### src/rtl/bram_stream_reader.sv
// Streams a burst of consecutive RAM words out over a valid/ready port.
// Optional o_last output is compiled in when BRAM_READER_LAST_EN is defined.
//
// Ports:
//   clk, rst                       - clock, sync active-high reset
//   start, base_addr, length       - burst request (sampled in IDLE)
//   ram_rd_addr/_en, ram_rd_data   - 1-cycle-latency RAM read port
//   o_data, o_valid, i_ready       - output stream
//   busy, done                     - burst status / completion pulse
//   o_last (optional)              - marks final beat of a burst
module bram_stream_reader #(
    parameter int DATA_WIDTH = 32,
    parameter int DEPTH      = 2**16,
    localparam int AW        = $clog2(DEPTH)
) (
    input  logic                  clk,
    input  logic                  rst,
    input  logic                  start,
    input  logic [AW-1:0]         base_addr,
    input  logic [AW:0]           length,
    output logic [AW-1:0]         ram_rd_addr,
    output logic                  ram_rd_en,
    input  logic [DATA_WIDTH-1:0] ram_rd_data,
    output logic [DATA_WIDTH-1:0] o_data,
    output logic                  o_valid,
    input  logic                  i_ready,
    output logic                  busy,
`ifdef BRAM_READER_LAST_EN
    output logic                  o_last,
`endif
    output logic                  done
);

    typedef enum logic [1:0] {IDLE, READ, DRAIN} state_t;

    localparam logic [AW:0]   CNT_ONE   = (AW+1)'(1);
    localparam logic [AW:0]   CNT_ZERO  = '0;
    localparam logic [AW-1:0] ADDR_ONE  = AW'(1);
    localparam logic [AW-1:0] ADDR_LAST = AW'(DEPTH - 1);

    state_t                state_q, state_d;
    logic [AW-1:0]         addr_q, addr_d;
    logic [AW:0]           rleft_q, rleft_d;
    logic [AW:0]           bleft_q, bleft_d;
    // hv: older beat parked in hold register.
    // rv: unconsumed beat sitting on ram_rd_data.
    logic                  hv_q, hv_d;
    logic                  rv_q, rv_d;
    logic [DATA_WIDTH-1:0] hd_q, hd_d;
    logic                  done_q, done_d;

    logic rd_en;
    logic hs;
    logic pop_h;
    logic pop_r;

    always_comb begin
        // Issue only while fewer than two beats are held, so the
        // returning word always has a place to land.
        rd_en   = (state_q == READ) && !(hv_q && rv_q);
        o_valid = hv_q || rv_q;
        o_data  = hv_q ? hd_q : ram_rd_data;
        hs      = o_valid && i_ready;
        pop_h   = hs && hv_q;
        pop_r   = hs && !hv_q;

        state_d = state_q;
        addr_d  = addr_q;
        rleft_d = rleft_q;
        bleft_d = bleft_q;
        hv_d    = hv_q;
        rv_d    = rv_q;
        hd_d    = hd_q;
        done_d  = 1'b0;

        // A new read overwrites ram_rd_data; park the old word first.
        if (pop_h) begin
            hv_d = 1'b0;
        end else if (rd_en && rv_q && !pop_r) begin
            hv_d = 1'b1;
            hd_d = ram_rd_data;
        end

        if (rd_en) begin
            rv_d = 1'b1;
        end else if (pop_r) begin
            rv_d = 1'b0;
        end

        unique case (state_q)
            IDLE: begin
                if (start) begin
                    if (length == CNT_ZERO) begin
                        done_d = 1'b1;
                    end else begin
                        state_d = READ;
                        addr_d  = base_addr;
                        rleft_d = length;
                        bleft_d = length;
                    end
                end
            end
            READ: begin
                if (rd_en) begin
                    addr_d  = (addr_q == ADDR_LAST) ? '0 : addr_q + ADDR_ONE;
                    rleft_d = rleft_q - CNT_ONE;
                    if (rleft_q == CNT_ONE) begin
                        state_d = DRAIN;
                    end
                end
                if (hs) begin
                    bleft_d = bleft_q - CNT_ONE;
                end
            end
            DRAIN: begin
                if (hs) begin
                    bleft_d = bleft_q - CNT_ONE;
                    if (bleft_q == CNT_ONE) begin
                        state_d = IDLE;
                        done_d  = 1'b1;
                    end
                end
            end
            default: state_d = IDLE;
        endcase
    end

    always_ff @(posedge clk) begin
        if (rst) begin
            state_q <= IDLE;
            addr_q  <= '0;
            rleft_q <= '0;
            bleft_q <= '0;
            hv_q    <= 1'b0;
            rv_q    <= 1'b0;
            hd_q    <= '0;
            done_q  <= 1'b0;
        end else begin
            state_q <= state_d;
            addr_q  <= addr_d;
            rleft_q <= rleft_d;
            bleft_q <= bleft_d;
            hv_q    <= hv_d;
            rv_q    <= rv_d;
            hd_q    <= hd_d;
            done_q  <= done_d;
        end
    end

    assign ram_rd_en   = rd_en;
    assign ram_rd_addr = addr_q;
    assign busy        = (state_q != IDLE);
    assign done        = done_q;

`ifdef BRAM_READER_LAST_EN
    // The oldest buffered beat is the final one when one beat remains.
    assign o_last = o_valid && (bleft_q == CNT_ONE);
`endif

endmodule

### config.mk
export PLATFORM = sky130hd
export DESIGN_NAME = bram_stream_reader
export DESIGN_NICKNAME = d
export VERILOG_FILES = /design/src/rtl/bram_stream_reader.sv
export SDC_FILE = /design/constraint.sdc
export NUM_CORES = 1
export LEC_CHECK = 0
export CORE_MARGIN = 4
export CORE_UTILIZATION = 24
export CTS_CLUSTER_DIAMETER = 50
export CTS_CLUSTER_SIZE = 10
export DETAILED_ROUTE_END_ITERATION = 10
export PLACE_DENSITY = 0.54
export SYNTH_ARGS = -nofsm -noshare
export SYNTH_HDL_FRONTEND = slang
export SYNTH_SLANG_ARGS = --single-unit
### constraint.sdc
create_clock -name clk -period 2.4 [get_ports clk]
set_input_delay 0.36 -clock clk [delete_from_list [all_inputs] [get_ports clk]]
set_output_delay 0.36 -clock clk [all_outputs]
set_load 0.02 [all_outputs]
==> results.py <==
metrics = {
    "synthesis": {
        "yosys_register_bits": 87,
        "async_flop_share": 0,
        "synth_cells": 675,
        "synth.net_count": 753,
        "yosys.area.top_type": "dfxtp_1",
        "synth_top_flop_cell": "dfxtp_1",
        "synth_edf_count": 0,
        "yosys_warnings": 0,
        "syn-mean-instance-area_um2": 7.62,
        "seq_area_frac_synth": 0.339,
        "ys_top_cells_by_area": "dfxtp_1 (34%), nand2_1 (8.0%), a21oi_1 (7.7%)",
        "syn_area_um2": 5140,
        "yosysUniqueCellTypes": 60,
        "yosysTopAreaCellShare": 0.339,
    },
    "global_route": {
        "grt_use_total": 0.136,
        "grt_max_degree": 58,
        "antenna_found_initial": 0,
        "overflow": 0,
        "grt_pass1_wl_um": 26600,
        "grt_pass1_vias": 5023,
    },
    "critical_path": {
        "r2r_end": "bleft_q[16]",
        "worstPathArrival_ps": 1930,
        "cp-start-kind": "register",
        "crit_type": "reg2out",
        "timing.rr.start": "state_q[0]",
        "worstPathRequired_ps": 2040,
        "path_max_fanout": 12,
        "crit_end": "o_data[19]",
        "cp-end-kind": "output port",
        "rrSetupSlack_ps": 270,
        "r2r_cells": 7,
        "critPathLaunch": "hv_q",
    },
    "run_status": {
        "status": "finished, final reports clean",
    },
    "power": {
        "vdd_drop_max_mv": 0.482,
        "p_leak_uw": 0.00264,
        "totalPowerFinal_uw": 8760,
        "p_per_area_nw_per_um2": 1220,
    },
    "clocking": {
        "clk_latency_ps": 350,
        "cts_hold_buffers": 0,
        "cts_made_buffers": 9,
        "htreeDepth": 3,
        "cts_setup_buffers": 0,
        "cts_root_buffer": "clkbuf_16",
        "cts-resized-gates": 2,
        "clkSinkCount": 87,
        "clk_pin_slew_ps": 70,
        "cts_tree": "built",
        "clock_tree.buffer_depth": 2,
    },
    "die": {
        "pin_count": 121,
        "die_x_um": 154,
        "start_util": 0.245,
        "die_area_um2": 23800,
        "die_h_um": 154,
        "rows": 53,
        "fp.coreArea_um2": 21000,
    },
    "drt": {
        "vias": 5241,
        "wl_per_cell_um": 15.0,
        "final_antenna_net_count": 0,
        "drtIter0Drc": 317,
        "dr.pass1.iters": 5,
        "drc": 0,
        "routed_via_density": 4.80,
        "wl_um": 16400,
    },
    "timing": {
        "worst_pin_slew_ps": 736,
        "finalMaxSlewViolations": 0,
        "fin_ws_ps": 114,
        "skew_ps": 13.5,
        "min_period_ps": 2290,
        "post-route-period-util": 0.953,
        "relSlewSlack": 0.507,
        "max_freq_mhz": 437,
        "rsz0062_at_grt": "no",
        "setup_violations": 0,
        "hold_viol": 0,
    },
    "hold_path": {
        "min_path_cells": 2,
        "min_path_type": "in2reg",
    },
    "final_layout": {
        "drive_gt1_frac": 0.151,
        "stdcell_count": 1092,
        "antenna_cells": 0,
        "final_area_um2": 7200,
        "areaGrowthSynthToFinish_pct": 40.0,
        "fillers": 2258,
        "final_nets": 890,
    },
    "job": {
        "cap_violations": 0,
    },
    "place": {
        "dp_cells": 1076,
        "portBuffers": 120,
        "placed_area_um2": 6910,
        "hpwl_um": 11700,
        "dp_slack_ps": -289,
        "place.gp.congestion": 0.809,
    },
}
[metrics by stage]
step	TNS, ps	hold slack (ps)	utilization
floorplan	0	433	-
global placement	-9900	438	0.328
detailed placement	-11930	447	0.328
CTS	0	424	0.342
global route	0	448	0.342
finish	0	449	0.342
[kinds of logic (layout without fill, tap and decap cells)]
family	count (synthesis)	count (layout)	share of synthesized area
AOI/OAI and AO/OA	188	188	0.227
adders and majority gates	9	9	0.0219
buffers and inverters	71	213	0.0611
muxes	45	45	0.0961
xor gates and xnor gates	1	1	0.00170
and+or+nand+nor	274	274	0.253
DFF	87	87	0.339
[worst min-delay path by stage]
stage | startpoint | endpoint | slack, ps
after floorplan | hd_q[0] | hd_q[0] | 430
after global placement | hd_q[10] | hd_q[10] | 440
after detailed placement | hd_q[18] | hd_q[18] | 450
after CTS | rst | ram_rd_addr[14] | 420
after global routing | rst | ram_rd_addr[14] | 450
final | rst | ram_rd_addr[14] | 450
[Yosys cell counts, types with 3 or more instances]
| master | instances |
|---|---|
| a41oi_1 | 3 |
| o31ai_1 | 14 |
| buf_1 | 5 |
| and3_1 | 9 |
| nor2_1 | 54 |
| nand3_1 | 17 |
| dfxtp_1 | 87 |
| or2_2 | 4 |
| nand2_1 | 110 |
| o32ai_1 | 6 |
| and2_1 | 6 |
| clkbuf_1 | 34 |
| ha_1 | 9 |
| buf_6 | 4 |
| nand2b_1 | 4 |
| a31oi_1 | 5 |
| a21boi_0 | 3 |
| nor4b_1 | 4 |
| mux2i_1 | 10 |
| or3_1 | 6 |
| mux2_2 | 35 |
| a211oi_1 | 5 |
| o21a_1 | 4 |
| o22ai_1 | 3 |
| nor2b_1 | 14 |
| inv_1 | 23 |
| nor3_1 | 22 |
| o21ai_0 | 39 |
| nand3b_1 | 3 |
| nor4_1 | 10 |
| a21oi_1 | 79 |
| o31a_1 | 3 |
[metal layers]
metal / track usage / part of all wire
met5: 0 / 0
met4: 0.0202 / 0.0044
met3: 0.0453 / 0.079
met2: 0.205 / 0.43
met1: 0.192 / 0.49
[layout make-up]
class	count	area (um^2)	area share
Clock buffer	11	243	0.0337
Clock inverter	5	40.0	0.00556
Inverter	24	90.1	0.0125
Sequential cell	87	1740	0.242
Timing Repair Buffer	173	1640	0.228
Multi-Input combinational cell	517	3100	0.430
Tap cell	275	344	0.0478
[cells in the final DEF (no fill, tap or decap), types with 4 or more instances in the layout]
master           instances
nor4_1                   9
nand2_1                110
nand3_1                 17
and3_1                   9
ha_1                     9
clkbuf_16                9
nor3_1                  22
o31ai_1                 14
or2_2                    4
nor2b_1                 14
o32ai_1                  6
a21oi_1                 79
nand2b_1                 4
nor2_1                  54
nor4b_1                  4
a31oi_1                  5
o21a_1                   4
clkdlybuf4s50_1        118
and2_1                   6
o21ai_0                 39
mux2i_1                 10
buf_12                   4
mux2_2                  35
a211oi_1                 5
dfxtp_1                 86
or3_1                    6
buf_4                   49
inv_1                   23
[flip-flops by register name, indices dropped and copies added, names as in the netlist]
name,count
bleft_q,17
rleft_q,17
ram_rd_addr,16
state_q,2
hv_q,1
rv_q,1
done,1
hd_q,32
[critical path, cell delays in order, from the launching register on]
cell	delay [ps]
dfxtp_2	420
buf_4	240
mux2_2	370
clkdlybuf4s50_1	560
[report_power, final]
group	switching (uW)	internal, uW
Combinational	2930	2190
Clock	661	740
Sequential	400	1840
Power figures use the tool's default switching activity.
